--- config.mk ---
export PLATFORM = sky130hd
export DESIGN_NAME = im2col_addr_gen_flat
export DESIGN_NICKNAME = d
export VERILOG_FILES = /design/src/rtl/im2col_pkg.sv /design/src/rtl/im2col_addr_gen_if.sv /design/src/rtl/im2col_win_cnt.sv /design/src/rtl/im2col_addr_gen.sv /design/src/flat_wrapper.sv
export SDC_FILE = /design/constraint.sdc
export NUM_CORES = 1
export LEC_CHECK = 0
export BUFFER_PORTS_ARGS = -buffer_cell sky130_fd_sc_hd__buf_2
export CORE_MARGIN = 5
export CORE_UTILIZATION = 40
export CTS_BUF_LIST = sky130_fd_sc_hd__clkbuf_2 sky130_fd_sc_hd__clkbuf_4 sky130_fd_sc_hd__clkbuf_8
export DETAILED_ROUTE_END_ITERATION = 7
export PLACE_DENSITY_LB_ADDON = 0.25
export SYNTH_ARGS = -nofsm -noshare
export SYNTH_HDL_FRONTEND = slang
export SYNTH_SLANG_ARGS = --single-unit
--- constraint.sdc ---
create_clock -name clk -period 9.45 [get_ports clk]
set_input_delay 1.89 -clock clk [delete_from_list [all_inputs] [get_ports clk]]
set_output_delay 1.89 -clock clk [all_outputs]
set_load 0.03 [all_outputs]
--- src/rtl/im2col_pkg.sv ---
// Shared definitions for the im2col read-address generator: widths, FSM states,
// layer configuration record and the configuration legality rule.
package im2col_pkg;

  localparam int CFG_DIM_W  = 8;
  localparam int CFG_K_W    = 4;
  localparam int CFG_CH_W   = 8;
  localparam int CFG_S_W    = 4;
  localparam int CFG_P_W    = 3;
  localparam int CFG_ADDR_W = 24;

  typedef enum logic [1:0] {
    IDLE,
    RUN,
    DRAIN,
    DONE
  } state_t;

  typedef struct packed {
    logic [CFG_DIM_W-1:0]  height;
    logic [CFG_DIM_W-1:0]  width;
    logic [CFG_CH_W-1:0]   channels;
    logic [CFG_K_W-1:0]    kernel;
    logic [CFG_S_W-1:0]    stride;
    logic [CFG_P_W-1:0]    pad;
    logic [CFG_ADDR_W-1:0] base;
  } cfg_t;

  // A layer needs non-empty dims and a kernel that fits the padded tensor.
  function automatic logic cfg_legal(cfg_t cfg);
    int two_p;
    two_p = 2 * int'(cfg.pad);
    return (cfg.kernel != '0) && (cfg.stride != '0) && (cfg.channels != '0) &&
           (cfg.height != '0) && (cfg.width != '0) &&
           (int'(cfg.kernel) <= int'(cfg.height) + two_p) &&
           (int'(cfg.kernel) <= int'(cfg.width) + two_p);
  endfunction

endpackage

--- src/rtl/im2col_addr_gen_if.sv ---
// Read-address stream from the im2col generator to the tensor SRAM read port.
interface im2col_addr_gen_if
  import im2col_pkg::*;
#(
  parameter int ADDR_W = CFG_ADDR_W
);
  logic              o_valid;
  logic              i_ready;
  logic [ADDR_W-1:0] o_addr;
  logic              o_pad;
  logic              o_last;

  modport master (output o_valid, o_addr, o_pad, o_last, input i_ready);
  modport slave  (input o_valid, o_addr, o_pad, o_last, output i_ready);
endinterface

--- src/rtl/im2col_win_cnt.sv ---
// One spatial axis of the im2col walk: window origin (steps by stride) and the
// kernel offset inside the window. Origin is stored relative to -pad.
module im2col_win_cnt
  import im2col_pkg::*;
#(
  parameter int DIM_W = CFG_DIM_W,
  parameter int K_W   = CFG_K_W,
  parameter int S_W   = CFG_S_W,
  parameter int P_W   = CFG_P_W,
  localparam int CW   = DIM_W + 2
) (
  input  logic                 clk,
  input  logic                 rstn,
  input  logic                 adv_off,
  input  logic                 adv_org,
  input  logic [DIM_W-1:0]     dim,
  input  logic [K_W-1:0]       kernel,
  input  logic [S_W-1:0]       stride,
  input  logic [P_W-1:0]       pad,
  output logic signed [CW-1:0] coord,
  output logic                 off_last,
  output logic                 org_last
);

  logic [CW-1:0]  org_rel;
  logic [K_W-1:0] off;

  assign off_last = (off == kernel - K_W'(1));
  // Next window would overhang the padded edge: partial windows are dropped.
  assign org_last = (int'(org_rel) + int'(stride) + int'(kernel)) > (int'(dim) + 2 * int'(pad));
  assign coord    = $signed(org_rel + CW'(off) - CW'(pad));

  always_ff @(posedge clk or negedge rstn) begin
    if (!rstn) begin
      org_rel <= '0;
      off     <= '0;
    end else begin
      // NOTE: non-blocking updates so both counters see the same pre-edge values.
      if (adv_off) off <= off_last ? '0 : off + K_W'(1);
      if (adv_org) org_rel <= org_last ? '0 : org_rel + CW'(stride);
    end
  end

endmodule

--- src/rtl/im2col_addr_gen.sv ---
// im2col read-address generator: walks oy,ox,ky,kx,c over an HWC tensor and emits
// one registered address beat per im2col element. Zero-padding support is built
// only when IM2COL_PAD_EN is defined; otherwise i_pad is ignored and o_pad is 0.
module im2col_addr_gen
  import im2col_pkg::*;
#(
  parameter int DIM_W  = CFG_DIM_W,
  parameter int K_W    = CFG_K_W,
  parameter int CH_W   = CFG_CH_W,
  parameter int S_W    = CFG_S_W,
  parameter int P_W    = CFG_P_W,
  parameter int ADDR_W = CFG_ADDR_W
) (
  input  logic              clk,
  input  logic              rstn,
  input  logic              i_start,
  input  logic [DIM_W-1:0]  i_height,
  input  logic [DIM_W-1:0]  i_width,
  input  logic [CH_W-1:0]   i_channels,
  input  logic [K_W-1:0]    i_kernel,
  input  logic [S_W-1:0]    i_stride,
  input  logic [P_W-1:0]    i_pad,
  input  logic [ADDR_W-1:0] i_base,
  output logic              o_busy,
  output logic              o_done,
  output logic              o_err,
  im2col_addr_gen_if.master bus
);

  localparam int CW = DIM_W + 2;

  state_t               state;
  cfg_t                 cfg_in, cfg_q, cfg;
  logic [CH_W-1:0]      c;
  logic                 valid_q, pad_q, last_q;
  logic [ADDR_W-1:0]    addr_q, pix, addr_calc;
  logic                 load_en, start_ok, step, c_last, beat_last, beat_pad;
  logic                 kx_adv, ky_adv, ox_adv, oy_adv;
  logic                 x_off_last, x_org_last, y_off_last, y_org_last;
  logic signed [CW-1:0] y_coord, x_coord;

  always_comb begin
    // NOTE: the whole struct is assigned before any field override, so no latch.
    cfg_in = '{height: i_height, width: i_width, channels: i_channels, kernel: i_kernel,
               stride: i_stride, pad: i_pad, base: i_base};
`ifndef IM2COL_PAD_EN
    cfg_in.pad = '0;
`endif
  end

  // While idle the walk runs off the live config so beat 0 loads on the start edge.
  assign cfg      = (state == IDLE) ? cfg_in : cfg_q;
  assign load_en  = !valid_q || bus.i_ready;
  assign start_ok = (state == IDLE) && i_start && cfg_legal(cfg_in);
  assign step     = start_ok || ((state == RUN) && load_en);

  assign c_last    = (c == cfg.channels - CH_W'(1));
  assign kx_adv    = step && c_last;
  assign ky_adv    = kx_adv && x_off_last;
  assign ox_adv    = ky_adv && y_off_last;
  assign oy_adv    = ox_adv && x_org_last;
  assign beat_last = c_last && x_off_last && y_off_last && x_org_last && y_org_last;

  im2col_win_cnt #(.DIM_W(DIM_W), .K_W(K_W), .S_W(S_W), .P_W(P_W)) u_y_cnt (
    .clk(clk), .rstn(rstn), .adv_off(ky_adv), .adv_org(oy_adv),
    .dim(cfg.height), .kernel(cfg.kernel), .stride(cfg.stride), .pad(cfg.pad),
    .coord(y_coord), .off_last(y_off_last), .org_last(y_org_last)
  );

  im2col_win_cnt #(.DIM_W(DIM_W), .K_W(K_W), .S_W(S_W), .P_W(P_W)) u_x_cnt (
    .clk(clk), .rstn(rstn), .adv_off(kx_adv), .adv_org(ox_adv),
    .dim(cfg.width), .kernel(cfg.kernel), .stride(cfg.stride), .pad(cfg.pad),
    .coord(x_coord), .off_last(x_off_last), .org_last(x_org_last)
  );

`ifdef IM2COL_PAD_EN
  assign beat_pad = y_coord[CW-1] || x_coord[CW-1] ||
                    (y_coord >= $signed(CW'(cfg.height))) ||
                    (x_coord >= $signed(CW'(cfg.width)));
`else
  logic unused_coord_msb;
  assign unused_coord_msb = ^{y_coord[CW-1:DIM_W], x_coord[CW-1:DIM_W]};
  assign beat_pad         = 1'b0;
`endif

  // Address wraps modulo 2^ADDR_W; only in-range coordinates reach it unmasked.
  assign pix       = ADDR_W'(y_coord[DIM_W-1:0]) * ADDR_W'(cfg.width) + ADDR_W'(x_coord[DIM_W-1:0]);
  assign addr_calc = cfg.base + pix * ADDR_W'(cfg.channels) + ADDR_W'(c);

  always_ff @(posedge clk or negedge rstn) begin
    if (!rstn) begin
      state   <= IDLE;
      cfg_q   <= '0;
      c       <= '0;
      valid_q <= 1'b0;
      addr_q  <= '0;
      pad_q   <= 1'b0;
      last_q  <= 1'b0;
      o_busy  <= 1'b0;
      o_done  <= 1'b0;
      o_err   <= 1'b0;
    end else begin
      o_done <= 1'b0;
      o_err  <= 1'b0;
      if (step) begin
        c       <= c_last ? '0 : c + CH_W'(1);
        valid_q <= 1'b1;
        addr_q  <= beat_pad ? '0 : addr_calc;
        pad_q   <= beat_pad;
        last_q  <= beat_last;
      end
      case (state)
        IDLE: begin
          if (start_ok) begin
            cfg_q  <= cfg_in;
            o_busy <= 1'b1;
            state  <= beat_last ? DRAIN : RUN;
          end else if (i_start) begin
            o_err <= 1'b1;
          end
        end
        RUN: begin
          if (load_en && beat_last) state <= DRAIN;
        end
        DRAIN: begin
          if (bus.i_ready) begin
            valid_q <= 1'b0;
            o_busy  <= 1'b0;
            o_done  <= 1'b1;
            state   <= DONE;
          end
        end
        DONE:    state <= IDLE;
        default: state <= IDLE;
      endcase
    end
  end

  assign bus.o_valid = valid_q;
  assign bus.o_addr  = addr_q;
  assign bus.o_pad   = pad_q;
  assign bus.o_last  = last_q;

endmodule

--- src/flat_wrapper.sv ---
// flat-port wrapper written by rule: the top's interface ports become plain ports
module im2col_addr_gen_flat import im2col_pkg::*;
#(
  parameter int DIM_W  = CFG_DIM_W,
  parameter int K_W    = CFG_K_W,
  parameter int CH_W   = CFG_CH_W,
  parameter int S_W    = CFG_S_W,
  parameter int P_W    = CFG_P_W,
  parameter int ADDR_W = CFG_ADDR_W
)
  (clk, rstn, i_start, i_height, i_width, i_channels, i_kernel, i_stride, i_pad, i_base, o_busy, o_done, o_err, bus_o_valid, bus_o_addr, bus_o_pad, bus_o_last, bus_i_ready);
  im2col_addr_gen_if #(.ADDR_W(ADDR_W)) bus_i ();
  input  logic clk;
  input  logic rstn;
  input  logic i_start;
  input  logic [DIM_W-1:0] i_height;
  input  logic [DIM_W-1:0] i_width;
  input  logic [CH_W-1:0] i_channels;
  input  logic [K_W-1:0] i_kernel;
  input  logic [S_W-1:0] i_stride;
  input  logic [P_W-1:0] i_pad;
  input  logic [ADDR_W-1:0] i_base;
  output logic o_busy;
  output logic o_done;
  output logic o_err;
  output wire logic [$bits(bus_i.o_valid)-1:0] bus_o_valid;
  output wire logic [$bits(bus_i.o_addr)-1:0] bus_o_addr;
  output wire logic [$bits(bus_i.o_pad)-1:0] bus_o_pad;
  output wire logic [$bits(bus_i.o_last)-1:0] bus_o_last;
  input wire logic [$bits(bus_i.i_ready)-1:0] bus_i_ready;
  assign bus_o_valid = bus_i.o_valid;
  assign bus_o_addr = bus_i.o_addr;
  assign bus_o_pad = bus_i.o_pad;
  assign bus_o_last = bus_i.o_last;
  assign bus_i.i_ready = bus_i_ready;
  im2col_addr_gen #(.DIM_W(DIM_W), .K_W(K_W), .CH_W(CH_W), .S_W(S_W), .P_W(P_W), .ADDR_W(ADDR_W)) u_core (.clk(clk), .rstn(rstn), .i_start(i_start), .i_height(i_height), .i_width(i_width), .i_channels(i_channels), .i_kernel(i_kernel), .i_stride(i_stride), .i_pad(i_pad), .i_base(i_base), .o_busy(o_busy), .o_done(o_done), .o_err(o_err), .bus(bus_i));
endmodule
==> results by group, run 1 <==
CTS
  – TritonCTS clock tree: built
  – Worst skew pair latency: approximately 0.5 ns
  – H-Tree Depth: 4
  – TritonCTS Buffers: 17
  – Clock-pin slew on the worst setup and hold paths: 0.08 ns
  – Root buffer cell: clkbuf_8
  – Clock Path Buffers: 2
  – TritonCTS Sinks: about 120
  – Hold_buf cts: 0

Global route
  – GRT Total Usage: approximately a fifth
  – Vias in the first global route: 13000
  – Initial antenna violation count: 1
  – Largest net degree at the start of global routing: 67
  – GRT Residual Overflow: 0
  – First-pass GRT wire length: 65500 µm

Worst setup path
  – Critical Path Sink Type: flop
  – Worst R2R Path Depth: 40
  – Slowest cell on crit path: fa_2
  – Worst setup path start: u_core.u_y_cnt.org_rel[2]$_DFFE_PN0P_
  – Max stage delay on crit path: 0.59 ns
  – Worst EP arrival: between 10 and 15 ns
  – Crit Path Class: flop to flop
  – Family with the most delay on the worst path: adder cells
  – Reg2reg start: u_core.u_y_cnt.org_rel[2]$_DFFE_PN0P_
  – Max FO, Critical Path: 8
  – Buf/Inv on CP: 6
  – Crit-path most repeated cell: fa_1
  – CP Depth: 40
  – WP data required: 9.88 ns
  – Startpoint class of the critical path: flop

Finish
  – Share of cells above drive strength 1: 29.4%
  – Synth-to-layout area growth: 25.7%
  – Final cell utilization of the core: 51.1%
  – Fin nets: 2299
  – Register area: about 3100 µm²
  – Filler Cell Count: about 3500
  – Multi-input logic area: 12300 µm²
  – Non-Filler Instances: 2411
  – Diodes inserted: 0

Timing
  – Final cycle utilization of the critical path: 103%
  – Slew at the pin closest to its max-slew limit: roughly 1.1 ns
  – Max-slew headroom: between 20 and 25%
  – Hold WS: 0.469 ns
  – Final Critical Period: approximately 9.7 ns
  – Final number of setup-violating endpoints: 7
  – Final hold vios: 0
  – RSZ-0062 raised after global routing: true
  – Max-slew violations: 0
  – Post-route setup slack: -0.238 ns
  – Setup Skew: between 0.015 and 0.02 ns
  – Max Fclk: 103 MHz

Drt
  – Post-Route M1 WL: 16800 µm
  – Post-route ant nets: 0
  – Routed met3 length: about 1400 µm
  – DR DRC count: 0
  – Initial DRC count: 465
  – Vias: approximately 12000
  – Drt wl/cell: approximately 16 µm
  – Total Routed Length: 38400 µm
  – Top Layer Used: met5
  – Routed wl met2: between 15000 and 20000 µm
  – TritonRoute pass-1 iters: 6
  – Avg Vias per Cell: 5.02

Synthesis
  – Mapped Cells: 1613
  – Syn. warnings: 0
  – Sequential area share after synthesis: around a fifth
  – Most common library cells after synthesis: inv_1 (222), ha_1 (175), fa_1 (173)
  – Share of flip-flops with an asynchronous set or reset: 100%
  – Yosys top cell area share: 22.5%
  – Synth Cell Area: 15400 µm²
  – Yosys reg bits: ~120
  – EDFF count, synth: 0
  – Predominant post-synthesis flop cell: dfrtp_1
  – Synth Net Count: slightly above 2000
  – Synthesized area per cell: 9.54 µm²
  – Top cells by area, synth: fa_1 (22%), dfrtp_1 (20%), ha_1 (14%), inv_1 (5.4%), mux2_2 (5.3%)
  – Synth area leader: fa_1
  – Count leader, synth: inv_1
  – Count of cell types in the netlist: 68

Hold path
  – Type of the tightest min-delay check: flop to flop
  – Hold-critical path depth: 2
  – Hold Crit Start: u_core.bus.o_addr[0]$_DFFE_PN0P_

Floorplanning
  – Full die area: roughly 43000 µm²
  – Die height: ~210 µm
  – DIE WIDTH: 206 µm
  – Cell row count: 71
  – Num ports: 93
  – Initial Utilization: 40.7%
  – Core area: 37800 µm²

Outcome
  – Failing checks: negative setup slack
  – Status: finished, violations left

Place
  – Port bufs: 88
  – Placer congestion estimate: 0.882
  – Dpl hpwl: 30700 µm
  – Placed cell count: 2356

Run
  – Number of max-cap violations: 0
sequential cells by signal, indices dropped and copies added (netlist names):
name and count:
u_core.bus.o_last 1, u_core.u_x_cnt.off 4, u_core.bus.o_valid 1, u_core.state 2
u_core.o_busy 1, u_core.o_done 1, u_core.bus.o_addr 24, u_core.u_y_cnt.off 4
u_core.o_err 1, u_core.u_y_cnt.org_rel 10, u_core.c 8, u_core.u_x_cnt.org_rel 10
u_core.cfg_q 56
repair_timing:
item | 4_1_cts | 5_1_grt
gates resized for setup | 59 | 80
pin swaps | 64 | 42
cloned | 0 | 0
endpoints found under the setup margin | 13 | 15
hold endpoints to repair | 0 | 0
buffers inserted | 13 | 12
final timing paths:
path,endpoint,slack (ns)
worst max-delay path,u_core.bus.o_addr[23]$_DFFE_PN0P_,-0.24
worst min-delay path,u_core.bus.o_addr[0]$_DFFE_PN0P_,0.47
worst max register to register,u_core.bus.o_addr[23]$_DFFE_PN0P_,-0.24
worst min register to register,u_core.bus.o_addr[0]$_DFFE_PN0P_,0.47
max in group asynchronous,u_core.cfg_q[4]$_DFFE_PN0P_,6.78
min in group asynchronous,u_core.u_x_cnt.org_rel[7]$_DFFE_PN0P_,1.38
cell type report:
type | instances | area share, %
Clock buffer | 20 | 1.36
Inverter | 222 | 4.32
Tap cell | 511 | 3.31
Multi-Input combinational cell | 1232 | 63.7
Timing Repair Buffer | 292 | 10.4
Sequential cell | 123 | 15.9
Clock inverter | 11 | 1.00
cell families after synthesis:
group / after synthesis / synth area share, %
AO/OA/AOI/OAI: 240 / 9.62
XOR/XNOR: 90 / 5.44
adder cells (fa/ha/maj): 348 / 36.7
buffers and inverters: 258 / 6.55
flip-flops: 123 / 20.0
multiplexers: 109 / 7.78
other: 1 / 0.0244
AND/OR/NAND/NOR: 444 / 13.9
layer usage:
metal	vias up	track usage [%]
li1	5894	-
met1	5981	24.9
met2	187	32.6
met3	44	3.34
met4	2	6.30
met5	-	0
stage by stage:
stage                     setup WS (ns)  instance area, µm²  setup TNS (ns)
after global placement           -0.730               18100           -7.21
after CTS                        -0.341               18900           -1.19
after global routing             -0.705               19300           -6.05
after detailed placement         -0.765               18100           -7.57
after floorplan                 -0.0559               15800         -0.0760
final                            -0.238               19300          -0.803
worst reg2reg max path, delay by kind of cell (launching register included):
| family | cells | cell delay, ns |
|---|---|---|
| xor gates and xnor gates | 3 | 0.66 |
| DFF | 1 | 0.40 |
| adders and majority gates | 13 | 5.25 |
| buffers and inverters | 6 | 0.34 |
| AOI/OAI and AO/OA | 14 | 2.31 |
| and+or+nand+nor | 4 | 0.65 |
cells in the final DEF, fill, tap and decap left out, types with 6 or more instances in the layout:
cell,Yosys,layout
a21o_1,25,25
a21oi_1,71,51
a21oi_2,0,13
a21oi_4,0,7
and2_1,17,17
buf_2,5,87
buf_4,1,197
buf_6,4,8
clkbuf_8,0,18
dfrtp_1,123,123
fa_1,173,168
ha_1,175,146
ha_4,0,27
inv_1,222,200
inv_2,0,21
mux2_2,72,70
mux2i_1,33,27
mux2i_4,0,6
nand2_1,123,113
nand2_2,0,9
nand2b_1,39,30
nand2b_4,0,9
nand3_1,24,21
nand4_1,13,13
nor2_1,138,133
nor2b_1,27,26
nor3_1,12,11
nor4_1,10,10
o211ai_1,7,7
o21a_1,7,7
o21ai_0,72,56
o21ai_1,0,12
o21bai_1,11,7
or3_1,8,6
xnor2_1,55,49
xor2_1,31,27
Power of run 1 is left out: the tool's default activity adds up to more than one toggle a clock period on the data nets, which glitch-free logic cannot reach.
==> inputs of run 2 (changes only) <==
PLACE_DENSITY_LB_ADDON = default   (was 0.25)
==> run 2 against run 1 <==
  * The flow still finishes with violations (negative setup slack)
  * Maximum frequency shrank 1.4%
  * Flip-flop and latch count unchanged
  * Non-clock buffer count down 6
  * Cell area down 0.85%
  * Critical path depth stayed put
  * Clock-buffer cell count down 3
  * Worst hold slack improved by 0.011 ns
  * Global-route usage down 0.15 points
  * Via count is 0.70% lower
  * Final cell count shrank 0.21%
==> results by group, run 2 (same netlist as run 1, synthesis figures left out) <==
Timing
  – Hold WS: 0.480 ns (+0.0109 ns)
  – Setup TNS: -1.55 ns (-0.745 ns)
  – Post-route setup slack: -0.378 ns (-0.140 ns)
  – Setup Skew: 0.0208 ns (+0.00276 ns)
  – Final cycle utilization of the critical path: 104% (+1.5 points)
  – Final hold vios: 0 (unchanged)
  – Max-slew violations: 0 (unchanged)
  – RSZ-0062 raised after global routing: true
  – Slew at the pin closest to its max-slew limit: 1.24 ns (+0.114 ns)
  – Final Critical Period: 9.83 ns (+0.140 ns)
  – Max-slew headroom: 14.8% (-9.3 points)
  – Final number of setup-violating endpoints: 8 (+1)
  – Max Fclk: 102 MHz (-1.4%)

Worst setup path
  – Startpoint class of the critical path: input port
  – WP data required: 9.86 ns (-0.02 ns)
  – Max FO, Critical Path: 8 (unchanged)
  – Critical Path Sink Type: flop
  – Crit-path most repeated cell: buf_4
  – Crit Path Class: input port to flop
  – Slowest cell on crit path: fa_1
  – Max stage delay on crit path: 0.58 ns (about the same)
  – Worst EP arrival: 10.24 ns (+0.12 ns)

Finish
  – Most frequent cells in the layout: inv_1 (201), buf_4 (191), fa_1 (168), ha_1 (148), nor2_1 (130)
  – Most flops, register: u_core.cfg_q
  – Fin nets: 2293 (-0.26%)
  – Synth-to-layout area growth: 24.6%
  – Most common cell after layout, fill and taps aside: inv_1
  – Diodes inserted: 0 (unchanged)
  – Cell area after layout: 19200 µm² (-0.85%)
  – Max reg flops: 56 (unchanged)
  – Filler Cell Count: 3582 (+1.3%)
  – Final cell utilization of the core: 50.7% (-0.44 points)
  – Share of cells above drive strength 1: 29.1% (-0.29 points)

CTS
  – TritonCTS Buffers: 17 (unchanged)
  – H-Tree Depth: 4 (unchanged)
  – Hold_buf cts: 0 (unchanged)
  – TritonCTS clock tree: built
  – Worst skew pair latency: 0.49 ns (-0.02 ns)
  – Root buffer cell: clkbuf_8
  – TritonCTS Sinks: 123 (unchanged)
  – Clock-pin slew on the worst setup and hold paths: 0.08 ns (about the same)
  – Clock Path Buffers: 2 (unchanged)

Floorplanning
  – Num ports: 93 (unchanged)
  – Full die area: 42500 µm² (unchanged)
  – Initial Utilization: 40.7% (unchanged)
  – Cell row count: 71 (unchanged)
  – DIE WIDTH: 206 µm (unchanged)
  – Core area: 37800 µm² (unchanged)
  – Die height: 206 µm (unchanged)

Place
  – Port bufs: 88 (unchanged)
  – Placer congestion estimate: 0.888 (+0.67%)
  – Dpl hpwl: 30900 µm (+0.63%)
  – Post-DP Area: 18000 µm² (-0.17%)

Drt
  – TritonRoute pass-1 iters: 5 (-1)
  – Vias: 12000 (-0.70%)
  – Post-route ant nets: 0 (unchanged)
  – Drt wl/cell: 16.1 µm (+0.79%)
  – Initial DRC count: 476 (+2.4%)
  – DR DRC count: 0 (unchanged)
  – Avg Vias per Cell: 5.00 (-0.50%)
  – Total Routed Length: 38600 µm (+0.59%)

Global route
  – GRT Residual Overflow: 0 (unchanged)
  – GRT Total Usage: 19.0% (-0.15 points)
  – First-pass GRT wire length: 65000 µm (-0.71%)
  – Largest net degree at the start of global routing: 67 (unchanged)
  – Vias in the first global route: 13000 (-0.58%)
  – Initial antenna violation count: 1 (unchanged)

Hold path
  – Type of the tightest min-delay check: flop to flop

Outcome
  – Failing checks: negative setup slack
  – Status: finished, violations left

Run
  – Number of max-cap violations: 0 (unchanged)
## run 2: cell count changes in the layout (fill, tap and decap cells not counted), sizes merged
cell | previous run | this run
buf | 292 | 286
bufinv | 5 | 2
clkbuf | 20 | 17
clkinv | 2 | 7
clkinvlp | 4 | 2
inv | 222 | 226
## run 2: final timing paths
path	startpoint	end	slack (ns)	cells after the start
setup reg to reg	u_core.u_x_cnt.org_rel[2]$_DFFE_PN0P_	u_core.bus.o_addr[21]$_DFFE_PN0P_	-0.37	44
min in group asynchronous	rstn	u_core.cfg_q[27]$_DFFE_PN0P_	1.37	1
hold reg to reg	u_core.bus.o_addr[0]$_DFFE_PN0P_	u_core.bus.o_addr[0]$_DFFE_PN0P_	0.48	2
setup / recovery	i_width[1]	u_core.bus.o_addr[21]$_DFFE_PN0P_	-0.38	40
max in group asynchronous	rstn	u_core.cfg_q[4]$_DFFE_PN0P_	6.77	2
hold / removal	u_core.bus.o_addr[0]$_DFFE_PN0P_	u_core.bus.o_addr[0]$_DFFE_PN0P_	0.48	2
## run 2: critical path: cells and delay by family
kind	cells	cell delay [ns]
simple gates	5	0.33
fa+ha+maj	12	4.63
compound gates	9	1.64
mux	1	0.28
buf+inv	11	1.11
xor+xnor	2	0.34
## run 2: metal layers
layer | vias up | wire [µm] | track usage, %
met5 | - | 13 | 0
met4 | 2 | 922 | 5.68
met3 | 42 | 957 | 2.56
met2 | 149 | 19400 | 33.3
met1 | 5959 | 17300 | 24.7
li1 | 5871 | - | -
## run 2: layout make-up
type | count | area [µm²] | share of cell area (%)
multi-input combinational | 1232 | 12300 | 63.9
sequential | 123 | 3080 | 16.0
timing repair buffer | 286 | 1960 | 10.2
inverter | 222 | 838 | 4.37
tap | 511 | 639 | 3.33
clock buffer | 17 | 234 | 1.22
clock inverter | 15 | 166 | 0.868
## run 2: what timing repair did
action / CTS / global route
pin swaps: 45 / 61
cloned: 0 / 0
endpoints found under the setup margin: 14 / 15
setup buffers: 11 / 15
resized for setup: 42 / 88
## run 2: per-stage QoR
stage,setup WS [ns],cells
global placement,-0.706,2352
global route,-0.757,2406
CTS,-0.340,2394
detailed placement,-0.772,2352
floorplan,-0.0559,1613
finish,-0.378,2406
Power of run 2 is left out for the same reason.
